--- config.mk ---
export PLATFORM = sky130hd
export DESIGN_NAME = priority_encoder_4to2_seq_flat
export DESIGN_NICKNAME = d
export VERILOG_FILES = /design/src/rtl/priority_encoder_4to2_seq_if.sv /design/src/rtl/priority_encoder_4to2_seq.sv /design/src/flat_wrapper.sv
export SDC_FILE = /design/constraint.sdc
export NUM_CORES = 1
export LEC_CHECK = 0
export CAP_MARGIN = 5
export CORE_AREA = 3 3 40 42
export CTS_CLUSTER_SIZE = 16
export DETAILED_ROUTE_END_ITERATION = 10
export DIE_AREA = 0 0 43 45
export GPL_TIMING_DRIVEN = 0
export PLACE_DENSITY_LB_ADDON = 0.1
export RECOVER_POWER = 25
export SYNTH_ARGS = -nofsm -noshare
export SYNTH_HDL_FRONTEND = slang
export SYNTH_SLANG_ARGS = --single-unit
--- constraint.sdc ---
create_clock -name clk -period 3.45 [get_ports clk]
set_clock_uncertainty 0.2 [all_clocks]
set_input_delay 0.5175 -clock clk [delete_from_list [all_inputs] [get_ports clk]]
set_output_delay 0.5175 -clock clk [all_outputs]
set_load 0.02 [all_outputs]
--- src/rtl/priority_encoder_4to2_seq_if.sv ---
// rtl/priority_encoder_4to2_seq_if.sv - request/grant bus for the sequential 4-to-2 priority encoder
// The err line exists only when PENC_ERR_EN is defined.
interface priority_encoder_4to2_seq_if;
  logic en;
  logic d3;
  logic d2;
  logic d1;
  logic d0;
  logic ack;
  logic y1;
  logic y0;
  logic v;
  logic gs;
`ifdef PENC_ERR_EN
  logic err;
`endif

  modport master (
    output en, d3, d2, d1, d0, ack,
`ifdef PENC_ERR_EN
    input  err,
`endif
    input  y1, y0, v, gs
  );

  modport slave (
    input  en, d3, d2, d1, d0, ack,
`ifdef PENC_ERR_EN
    output err,
`endif
    output y1, y0, v, gs
  );
endinterface

--- src/rtl/priority_encoder_4to2_seq.sv ---
// rtl/priority_encoder_4to2_seq.sv - pending-request priority encoder with held grant and ack handshake
// Optional sticky coalesce flag err is built only when PENC_ERR_EN is defined.
module priority_encoder_4to2_seq (
  input  logic                          clk,
  input  logic                          rst_n,
  priority_encoder_4to2_seq_if.slave    bus
);

  typedef enum logic {IDLE, HOLD} state_t;

  state_t     state;
  state_t     state_nxt;
  logic [3:0] p;
  logic [3:0] p_nxt;
  logic [3:0] req;
  logic [3:0] cand;
  logic [3:0] grant_mask;
  logic [1:0] y;
  logic [1:0] y_nxt;
  logic [1:0] code;
  logic       v;
  logic       v_nxt;
  logic       gs;

  assign req        = bus.en ? {bus.d3, bus.d2, bus.d1, bus.d0} : 4'b0000;
  assign cand       = p | req;
  assign grant_mask = 4'b0001 << y;

  always_comb begin
    code = 2'b00;
    if (cand[3])      code = 2'b11;
    else if (cand[2]) code = 2'b10;
    else if (cand[1]) code = 2'b01;
  end

  always_comb begin
    state_nxt = state;
    p_nxt     = cand;
    y_nxt     = y;
    v_nxt     = v;
    case (state)
      IDLE: begin
        if (|cand) begin
          y_nxt     = code;
          v_nxt     = 1'b1;
          state_nxt = HOLD;
        end
      end
      HOLD: begin
        // A same-edge re-request of the granted line survives the clear.
        if (bus.ack) begin
          p_nxt     = (p & ~grant_mask) | req;
          v_nxt     = 1'b0;
          state_nxt = IDLE;
        end
      end
      default: state_nxt = IDLE;
    endcase
  end

  always_ff @(posedge clk or negedge rst_n) begin
    if (!rst_n) begin
      state <= IDLE;
      p     <= 4'b0000;
      y     <= 2'b00;
      v     <= 1'b0;
      gs    <= 1'b0;
    end else begin
      state <= state_nxt;
      p     <= p_nxt;
      y     <= y_nxt;
      v     <= v_nxt;
      gs    <= |p_nxt;
    end
  end

  assign bus.y1 = y[1];
  assign bus.y0 = y[0];
  assign bus.v  = v;
  assign bus.gs = gs;

`ifdef PENC_ERR_EN
  logic err;

  always_ff @(posedge clk or negedge rst_n) begin
    if (!rst_n) begin
      err <= 1'b0;
    end else if (|(req & p)) begin
      err <= 1'b1;
    end
  end

  assign bus.err = err;
`endif

endmodule

--- src/flat_wrapper.sv ---
// flat-port wrapper written by rule: the top's interface ports become plain ports
module priority_encoder_4to2_seq_flat 
  (clk, rst_n, bus_en, bus_d3, bus_d2, bus_d1, bus_d0, bus_ack, bus_y1, bus_y0, bus_v, bus_gs);
  priority_encoder_4to2_seq_if bus_i ();
  input  logic clk;
  input  logic rst_n;
  input wire logic [$bits(bus_i.en)-1:0] bus_en;
  input wire logic [$bits(bus_i.d3)-1:0] bus_d3;
  input wire logic [$bits(bus_i.d2)-1:0] bus_d2;
  input wire logic [$bits(bus_i.d1)-1:0] bus_d1;
  input wire logic [$bits(bus_i.d0)-1:0] bus_d0;
  input wire logic [$bits(bus_i.ack)-1:0] bus_ack;
  output wire logic [$bits(bus_i.y1)-1:0] bus_y1;
  output wire logic [$bits(bus_i.y0)-1:0] bus_y0;
  output wire logic [$bits(bus_i.v)-1:0] bus_v;
  output wire logic [$bits(bus_i.gs)-1:0] bus_gs;
  assign bus_i.en = bus_en;
  assign bus_i.d3 = bus_d3;
  assign bus_i.d2 = bus_d2;
  assign bus_i.d1 = bus_d1;
  assign bus_i.d0 = bus_d0;
  assign bus_i.ack = bus_ack;
  assign bus_y1 = bus_i.y1;
  assign bus_y0 = bus_i.y0;
  assign bus_v = bus_i.v;
  assign bus_gs = bus_i.gs;
  priority_encoder_4to2_seq u_core (.clk(clk), .rst_n(rst_n), .bus(bus_i));
endmodule
* Word level (Yosys, flattened, before mapping) *
Index checks and enable logic that the tools add are counted.
Widths: inputs -> output; s select.

word-level totals
  flip-flop bits (word level) = 9
  logic and storage cells = 29
  input port bits = 8

cells by class
  shift-type cells = 1
  bitwise gates (word level) = 5
  eq/ne operators = 2
  mux-type cells = 12
  reduce and logical (&&, ||, !) cells = 4

operators with widths
  kind                 count
  $mux 4               3
  $or 4x4->4           2
  $reduce_or 4->1      2
  $mux 1               5
  $and 4x4->4          1
  $mux 2               2
  $not 4->4            1
  $pmux 1 s2           2
  $reduce_and 2->1     2
  $shl 1x2->4 const A  1
  $ne 2x1->1 const B   1
  $ne 2x2->1 const B   1
  $not 1->1            1

* Longest topological paths before layout *
Gate-level depths: netlist (run 1).

  depth in word-level cells = 7
  gate-level depth with buffers = 5

* Worst setup path before layout (run 1) *
OpenSTA, ideal clock, no wires.

  kind = register to register
  from = register u_core.y[1]
  to = register u_core.gs (netlist: u_core.bus.gs)
  clock period less this slack = 1.665 ns
  stages on the path, launching flop included = 5
  buffers on the path = 0
  library setup time = 0.139 ns
  arrival = 1.326 ns
  required time = 3.111 ns
  slack = 1.785 ns
  cell sequence = dfrtp_1 -> nor2_1 -> nand3_1 -> a22o_2 -> or4_1

on the way
  longest elaborated chain between the ends = 7

RTL lines
  element                 line                             RTL
  start, declared         priority_encoder_4to2_seq.sv:18  logic [1:0] y;
  start signal, assigned  priority_encoder_4to2_seq.sv:71  y <= y_nxt;
  $shl 1x2->4             priority_encoder_4to2_seq.sv:27  assign grant_mask = 4'b0001 << y;
  $not 4->4               priority_encoder_4to2_seq.sv:52  p_nxt = (p & ~grant_mask) | req;
  $and 4x4->4             priority_encoder_4to2_seq.sv:52
  $or 4x4->4              priority_encoder_4to2_seq.sv:52
  $mux 4                  priority_encoder_4to2_seq.sv:51  if (bus.ack) begin
  $mux 4                  priority_encoder_4to2_seq.sv:41  case (state)
  via u_core.p_nxt[0]     priority_encoder_4to2_seq.sv:14  logic [3:0] p_nxt;
  $reduce_or 4->1         priority_encoder_4to2_seq.sv:73  gs <= |p_nxt;
  end signal, assigned    priority_encoder_4to2_seq.sv:73
  end, declared           priority_encoder_4to2_seq.sv:23  logic gs;

The timed path passes the listed nets, and every way through them passes these cells.
A chain may end at the register's enable or synchronous reset.

* Final worst setup path (run 1) *
  from = register u_core.y[0]
  to = output bus_y0

RTL lines
  element        line                RTL
  end, declared  flat_wrapper.sv:14  output wire logic [$bits(bus_i.y0)-1:0] bus_y0;

No word-level cell between the ends.

==> impl_metrics.toml, run 1 <==
[timing]
tightest_slew_ps = 398
period_share_pct = 58.9
hold_viol = 0
slew_headroom_pct = 73.4
max_freq_ghz = 0.492
drv_slew = 0
hold_ws_ps = 315
tns_ps = 0
rsz0062_at_grt = "no"
setup_viol = 0
fin_crit_ps = 2030

[power_and_ir_drop]
powerDensity_nw_per_um2 = 783
power_leakage_nw = 0.226
power_mw = 0.437
peakVddDrop_mv = 0.400

[cells_and_area]
area_growth_pct = 35.2
final_cell_count_no_fill = 69
antenna_cells = 0
post-route-util_pct = 43.4
fill_cells = 129
layout.nets = 63
layout-drive-gt1-share_pct = 14.8

[setup_path]
cp_slowest_stage_delay_ps = 630
timing.rr.start = "u_core.y[1]$_DFFE_PN0P_"
endpoint_kind = "output pin"
crit_arrival_ps = 1310
crit_chain = "clkdlybuf4s50_1"
crit_required_ps = 2730
rrSetupSlack_ps = 1770
worstReg2RegEnd = "u_core.bus.gs$_DFF_PN0_"
crit_type = "register to output pin"
crit_path_max_fanout = 6
crit_buf_inv = 1
critPathTopFamily = "buffers and inverters"
rr_worst_depth = 4
critPathLaunchType = "register"
cpMaxStageDelayCell = "clkdlybuf4s50_1"
worstSetupStartpoint = "u_core.y[0]$_DFFE_PN0P_"

[floorplan]
die_w_um = 43
die_h_um = 45
ios = 12
core-area_um2 = 1280
start_util_pct = 32.1
die-area_um2 = 1940
rows = 13

[synth]
syn_avg_cell_area_um2 = 10.3
ys_ff_latch = 9
yosysMostFrequentCell = "dfrtp_1"
synth_nets = 48
ys_warn_count = 0
yosysSeqAreaShare_pct = 54.5
synth_common_cells = "dfrtp_1 (9), a21oi_1 (4), nor2_1 (4)"
synth.distinct_cells = 19
synthCells = 40
syn-cell-area_um2 = 413
ys_async_sr_fraction_pct = 100
synth-main-ff-cell = "dfrtp_1"
synth_top_area_share_pct = 54.5
synth_top_area_cell = "dfrtp_1"
synth_edf_count = 0
synth_area_leaders = "dfrtp_1 (55%), a21oi_1 (4.8%), a22o_2 (4.8%)"

[global_routing]
grt_pass1_vias = 354
track_usage_pct = 10.0
antenna_found_initial = 0
grt_max_degree = 10
grt_pass1_wl_um = 1410
gr-total-overflow = 0

[route]
drt_iter0_markers = 18
routed_wirelength_um = 875
vias = 364
drtAntennaViolNets = 0
drc = 0
wl_per_cell_um = 12.7
drt-vias-per-instance = 5.28
dr.pass1.iters = 4

[clocking]
clk_latency_ps = 260
clkSlewWorstSetupHoldPaths_ps = 60
cts-buffers-inserted = 3
clock-sinks = 9
clk_path_buf_depth = 2
cts_max_level = 1
cts_resized = 0
cts_hold_buf = 0
clockRootBuffer = "clkbuf_4"
cts_tree = "yes"
post_cts_buffers = 0

[worst_hold_path]
hold_depth = 3
hold_start = "bus_en"
min_to = "u_core.p[2]$_DFF_PN0_"
hold_path.class = "input pin to register"

[placed_design]
place_congestion = 0.782
dp.final_hpwl_um = 684
place_inst = 65
port_buffers = 10

[status]
status = "finished, final reports clean"

[job]
max_cap_viol_count = 0
[power breakdown]
part           switching (mW)  leakage, nW  internal, mW
combinational          0.0869        0.119        0.0878
clock                  0.0380       0.0150        0.0446
sequential             0.0332       0.0921         0.146
[metal layers]
layer	GRT usage, %	routed length, µm	share of wire (%)	up-vias
met2	14.1	395	45	18
met5	0	0	0	-
met4	7.23	6	0.69	0
met1	13.3	410	47	171
li1	-	-	-	173
met3	2.79	63	7.2	2
[how the worst max path moves through the flow]
| stage | end | slack, ps | depth (start not counted) |
|---|---|---|---|
| 4_1_cts | bus_y0 | 1410 | 1 |
| 2_1_floorplan | u_core.bus.gs$_DFF_PN0_ | 1790 | 4 |
| 3_3_place_gp | u_core.bus.gs$_DFF_PN0_ | 1220 | 4 |
| 6_report | bus_y0 | 1420 | 1 |
| 3_5_place_dp | u_core.bus.gs$_DFF_PN0_ | 1190 | 4 |
| 5_1_grt | u_core.bus.gs$_DFF_PN0_ | 1370 | 5 |
[stage by stage]
stage,setup slack (ps),area (µm²)
after floorplan,1790,413
after global placement,1220,532
after detailed placement,1190,532
after CTS,1410,558
after global routing,1370,558
final,1420,558
[flip-flops by register name (all words and copies together), names as in the netlist]
name           cells
u_core.p           4
u_core.y           2
u_core.bus.gs      1
u_core.bus.v       1
u_core.state       1
[kinds of logic (layout without fill, tap and decap cells)]
family,Yosys count,in the layout,synth area share (%)
buffers and inverters,4,18,6.36
and+or+nand+nor,12,12,13.9
DFF,9,9,54.5
muxes,1,1,2.73
AOI/OAI and AO/OA,14,14,22.4
[area by class of cell]
cell class / count / area, µm² / area share, %
clock buffers: 4 / 26.3 / 4.71
plain buffers: 2 / 18.8 / 3.36
well taps: 15 / 18.8 / 3.36
multi-input cells: 27 / 161 / 28.9
flip-flops and latches: 9 / 225 / 40.4
repair buffers: 10 / 100 / 17.9
inverters: 2 / 7.51 / 1.35
[layout by cell type, fill, tap and decap left out, drive strengths merged]
master | netlist | routed
clkdlybuf4s50 | 0 | 9
dfrtp | 9 | 9
nor2 | 4 | 4
a21oi | 4 | 4
o21ai | 4 | 4
clkbuf | 0 | 4
a22o | 3 | 3
nand2 | 2 | 2
nand3 | 2 | 2
nand4 | 2 | 2
inv | 2 | 2
buf | 2 | 2
or4 | 1 | 1
o21bai | 1 | 1
nor3 | 1 | 1
a211oi | 1 | 1
a211o | 1 | 1
mux2 | 1 | 1
dlygate4sd3 | 0 | 1
[worst reg2reg max path: cells and delay by family (launching register included)]
| family | cells | cell delay (ps) |
|---|---|---|
| AO/OA/AOI/OAI | 1 | 240 |
| AND/OR/NAND/NOR | 3 | 680 |
| flip-flops | 1 | 420 |
(Power assumes the default switching activity.)
==> run 2, diff against run 1 <==
==> constraint.sdc (replaced) <==
create_clock -name clk -period 1.75 [get_ports clk]
set_clock_uncertainty 0.2 [all_clocks]
set_input_delay 0.2625 -clock clk [delete_from_list [all_inputs] [get_ports clk]]
set_output_delay 0.2625 -clock clk [all_outputs]
set_load 0.02 [all_outputs]
==> run 2 against run 1 <==
Against the previous run:
- combinational power is 89% higher
- cell area is the same
- critical path depth grew 3
- highest routed layer unchanged
- sequential power grew 96%
- largest cell class unchanged
- register-to-register slack got worse by 1700 ps
==> impl_metrics.toml, run 2 (synthesized netlist as in run 1, its figures left out) <==
[cells_and_area]
fill_cells = 130
final_cell_count_no_fill = 69
final_common_cell = "dfrtp_1"
post-route-util_pct = 43.4
largest_reg_flops = 4
biggestRegsByFlops = "u_core.p x4, u_core.y x2"
most-common-layout-cells = "dfrtp_1 (9), clkdlybuf4s50_1 (6), nor2_1 (4), a21oi_1 (4)"
largest-register = "u_core.p"
layout.nets = 63
postLayoutCellArea_um2 = 558
area_growth_pct = 35.2
layout-drive-gt1-share_pct = 14.8
antenna_cells = 0

[route]
wl_per_cell_um = 12.7
vias = 365
dr.pass1.iters = 4
drc = 0
routed_wirelength_um = 874
drtAntennaViolNets = 0
drt_iter0_markers = 18
drt-vias-per-instance = 5.29

[placed_design]
place_ws_ps = -251
dp.final_hpwl_um = 684
place_inst = 65
place_congestion = 0.782
port_buffers = 10
placement.cell_area_um2 = 532

[timing]
rsz0062_at_grt = "no"
drv_slew = 0
tightest_slew_ps = 398
max_freq_ghz = 0.598
hold_ws_ps = 59.7
tns_ps = 0
hold_viol = 0
slew_headroom_pct = 73.4
setup_viol = 0
setup_ws_ps = 76.5
period_share_pct = 95.6
fin_crit_ps = 1670

[floorplan]
start_util_pct = 32.1
die_w_um = 43
ios = 12
die-area_um2 = 1940
die_h_um = 45
core-area_um2 = 1280
rows = 13

[power_and_ir_drop]
power_leakage_nw = 0.235
powerDensity_nw_per_um2 = 1520
peakVddDrop_mv = 0.788
power_mw = 0.846

[setup_path]
rrSetupSlack_ps = 80
endpoint_kind = "register"
worstReg2RegEnd = "u_core.bus.gs$_DFF_PN0_"
rr_worst_depth = 4
crit_type = "register to register"
critPathLaunchType = "register"
crit_path_max_fanout = 5
crit_arrival_ps = 1610
timing.rr.start = "u_core.y[1]$_DFFE_PN0P_"
crit_required_ps = 1680

[worst_hold_path]
hold_path.class = "input pin to register"
hold_start = "bus_en"
hold_depth = 3
min_to = "u_core.p[2]$_DFF_PN0_"

[global_routing]
track_usage_pct = 10.0
antenna_found_initial = 0
grt_pass1_vias = 354
grt_max_degree = 10
gr-total-overflow = 0
grt_pass1_wl_um = 1410

[clocking]
clock-sinks = 9
cts_hold_buf = 0
cts-buffers-inserted = 3
clk_latency_ps = 260
clkSlewWorstSetupHoldPaths_ps = 60
clockRootBuffer = "clkbuf_4"
cts_tree = "yes"
clk_path_buf_depth = 2
cts_max_level = 1
post_cts_buffers = 0

[status]
status = "finished, final reports clean"

[job]
max_cap_viol_count = 0
## run 2: changes by cell type in the layout (fill, tap and decap cells not counted), sizes merged
cell	change
clkdlybuf4s50	-3
dlygate4sd2	+2
dlymetal6s2s	+1
## run 2: repair_timing
action,in CTS,in global routing
endpoints found under the hold margin,0,0
gates resized for setup,2,1
endpoints found under the setup margin,2,1
## run 2: how the worst max path moves through the flow
stage,startpoint,to,slack (ps),cells after the start
2_1_floorplan,u_core.y[1]$_DFFE_PN0P_,u_core.bus.gs$_DFF_PN0_,90,4
3_3_place_gp,bus_ack,u_core.bus.gs$_DFF_PN0_,-220,4
3_5_place_dp,bus_ack,u_core.bus.gs$_DFF_PN0_,-250,4
4_1_cts,bus_ack,u_core.bus.gs$_DFF_PN0_,30,4
5_1_grt,u_core.y[1]$_DFFE_PN0P_,u_core.bus.gs$_DFF_PN0_,10,4
6_report,u_core.y[1]$_DFFE_PN0P_,u_core.bus.gs$_DFF_PN0_,80,4
## run 2: per-layer routing
metal	GRT usage (%)	part of all wire, %	vias to the layer above
li1	-	-	173
met1	13.3	47	172
met5	0	0	-
met2	14.1	45	18
met3	2.79	7.2	2
met4	7.23	0.69	0
## run 2: area by class of cell
type,instances,area (µm²),share of cell area [%]
repair buffers,10,100,17.9
flip-flops and latches,9,225,40.4
multi-input cells,27,161,28.9
well taps,15,18.8,3.36
plain buffers,2,18.8,3.36
clock buffers,4,26.3,4.71
inverters,2,7.51,1.35
## run 2: where the power goes
| group | total (mW) | internal [mW] | switching (mW) |
|---|---|---|---|
| Sequential | 0.353 | 0.289 | 0.0647 |
| Combinational | 0.330 | 0.159 | 0.171 |
| Clock | 0.163 | 0.0880 | 0.0750 |
## run 2: critical path, stage by stage (launching register included)
cell,delay [ps]
dfrtp_1,420
nor2_1,130
nand3_1,90
a22o_2,240
or4_1,460
==> run 3, diff against run 2 <==
--- a/config.mk
+++ b/config.mk
@@ -10,7 +10,6 @@
 export CTS_CLUSTER_SIZE = 16
 export DETAILED_ROUTE_END_ITERATION = 10
 export DIE_AREA = 0 0 43 45
-export GPL_TIMING_DRIVEN = 0
 export PLACE_DENSITY_LB_ADDON = 0.1
 export RECOVER_POWER = 25
 export SYNTH_ARGS = -nofsm -noshare
==> run 3 against run 2 <==
Against the previous run:
- final cell count grew 2.9%
- clock-buffer cell count stayed put
- register-to-register slack about the same
- maximum frequency about the same
- total power is 1.9% higher
- sequential power up 7.4%
- flip-flop and latch count unchanged
- routed wire length grew 4.7%
- first-iteration DRC count fell by 72%
- clock power shrank 3%
- cell area is 3.1% higher
- critical path type is now register to output pin
==> impl_metrics.toml, run 3 (synthesized netlist as in run 1, its figures left out) <==
[worst_hold_path]
hold_path.class = "input pin to asynchronous set/reset pin"

[timing]
rsz0062_at_grt = "no"
drv_slew = 0
setup_ws_ps = 78.1
max_freq_ghz = 0.598
period_share_pct = 95.5
hold_viol = 0
tightest_slew_ps = 419
setup_viol = 0
slew_headroom_pct = 72.0
hold_ws_ps = 174
fin_crit_ps = 1670

[cells_and_area]
area_growth_pct = 39.4
fill_cells = 135
antenna_cells = 0
postLayoutCellArea_um2 = 576
largest-register = "u_core.p"
seqCellArea_um2 = 226
most-common-layout-cells = "dfrtp_1 (8), clkdlybuf4s50_1 (6), nor2_1 (4), a21oi_1 (4)"
multi_input_area_um2 = 161
layout.nets = 65
final_cell_count_no_fill = 71
biggestRegsByFlops = "u_core.p x4, u_core.y x2"
largest_reg_flops = 4
layout-drive-gt1-share_pct = 17.9
final_common_cell = "dfrtp_1"

[power_and_ir_drop]
powerDensity_nw_per_um2 = 1500
power_mw = 0.862
power_leakage_nw = 0.252
peakVddDrop_mv = 0.750

[route]
drt_iter0_markers = 5
wl_per_cell_um = 12.9
vias = 364
drtAntennaViolNets = 0
dr.pass1.iters = 2
drc = 0
routed_wirelength_um = 915
drt-vias-per-instance = 5.13

[clocking]
cts_resized = 2
cts_tree = "yes"
post_cts_buffers = 0
cts-buffers-inserted = 3
clk_latency_ps = 260
cts_hold_buf = 0
cts_max_level = 1
clockRootBuffer = "clkbuf_4"
clk_path_buf_depth = 2
clock-sinks = 9
clkSlewWorstSetupHoldPaths_ps = 60

[global_routing]
grt_pass1_vias = 342
grt_pass1_wl_um = 1480
grt_max_degree = 10
track_usage_pct = 10.9
gr-total-overflow = 0
antenna_found_initial = 0

[placed_design]
place_ws_ps = -243
place_inst = 67
place_congestion = 0.744
placement.cell_area_um2 = 546
port_buffers = 11
dp.final_hpwl_um = 702

[status]
status = "finished, final reports clean"

[setup_path]
crit_path_max_fanout = 2
rrSetupSlack_ps = 80
cpMaxStageDelayCell = "clkdlybuf4s50_1"
crit_chain = "clkdlybuf4s50_1"
critPathTopFamily = "buffers and inverters"
rr_worst_depth = 4
critPathLaunchType = "register"
cp_slowest_stage_delay_ps = 600
timing.rr.start = "u_core.y[0]$_DFFE_PN0P_"
endpoint_kind = "output pin"
worstSetupStartpoint = "u_core.bus.v$_DFFE_PN0P_"
crit_required_ps = 1290
crit_buf_inv = 1
crit_arrival_ps = 1210
crit_type = "register to output pin"
cp.depth = 1
worstReg2RegEnd = "u_core.bus.gs$_DFF_PN0_"

[floorplan]
rows = 13
start_util_pct = 32.1
die-area_um2 = 1940
die_w_um = 43
die_h_um = 45
core-area_um2 = 1280
ios = 12

[job]
max_cap_viol_count = 0
-- run 3: cell types whose count changed in the layout (fill, tap and decap cells not counted), sizes merged --
cell / delta
buf: +1
dlymetal6s2s: +1
-- run 3: worst max-delay path by stage --
stage                         endpoint  slack (ps)
2_1_floorplan  u_core.bus.gs$_DFF_PN0_          90
3_3_place_gp   u_core.bus.gs$_DFF_PN0_        -200
3_5_place_dp   u_core.bus.gs$_DFF_PN0_        -240
4_1_cts        u_core.bus.gs$_DFF_PN0_          40
5_1_grt        u_core.bus.gs$_DFF_PN0_          20
6_report                         bus_v          80
-- run 3: per-stage QoR --
stage	TNS (ps)	util, %
after floorplan	0	-
after detailed placement	-486	42.5
final	0	44.8
after global placement	-468	42.5
after global routing	0	44.8
after CTS	0	44.3
-- run 3: cell type report --
| type | count | share of cell area [%] |
|---|---|---|
| clock buffers | 4 | 4.57 |
| inverters | 2 | 1.30 |
| multi-input cells | 27 | 28.0 |
| flip-flops and latches | 9 | 39.3 |
| well taps | 15 | 3.26 |
| repair buffers | 14 | 23.5 |
-- run 3: power by group --
group          switching [mW]  total (mW)  leakage, nW  internal [mW]
Sequential             0.0880       0.379       0.0913          0.291
Combinational           0.153       0.325        0.146          0.171
Clock                  0.0705       0.158       0.0150         0.0877
-- run 3: layer usage --
metal	track usage [%]	share of wire [%]	up-vias
met5	0	0	-
met4	9.04	0.44	0
met3	3.19	7.3	2
met2	16.8	46	9
met1	12.5	46	173
li1	-	-	180
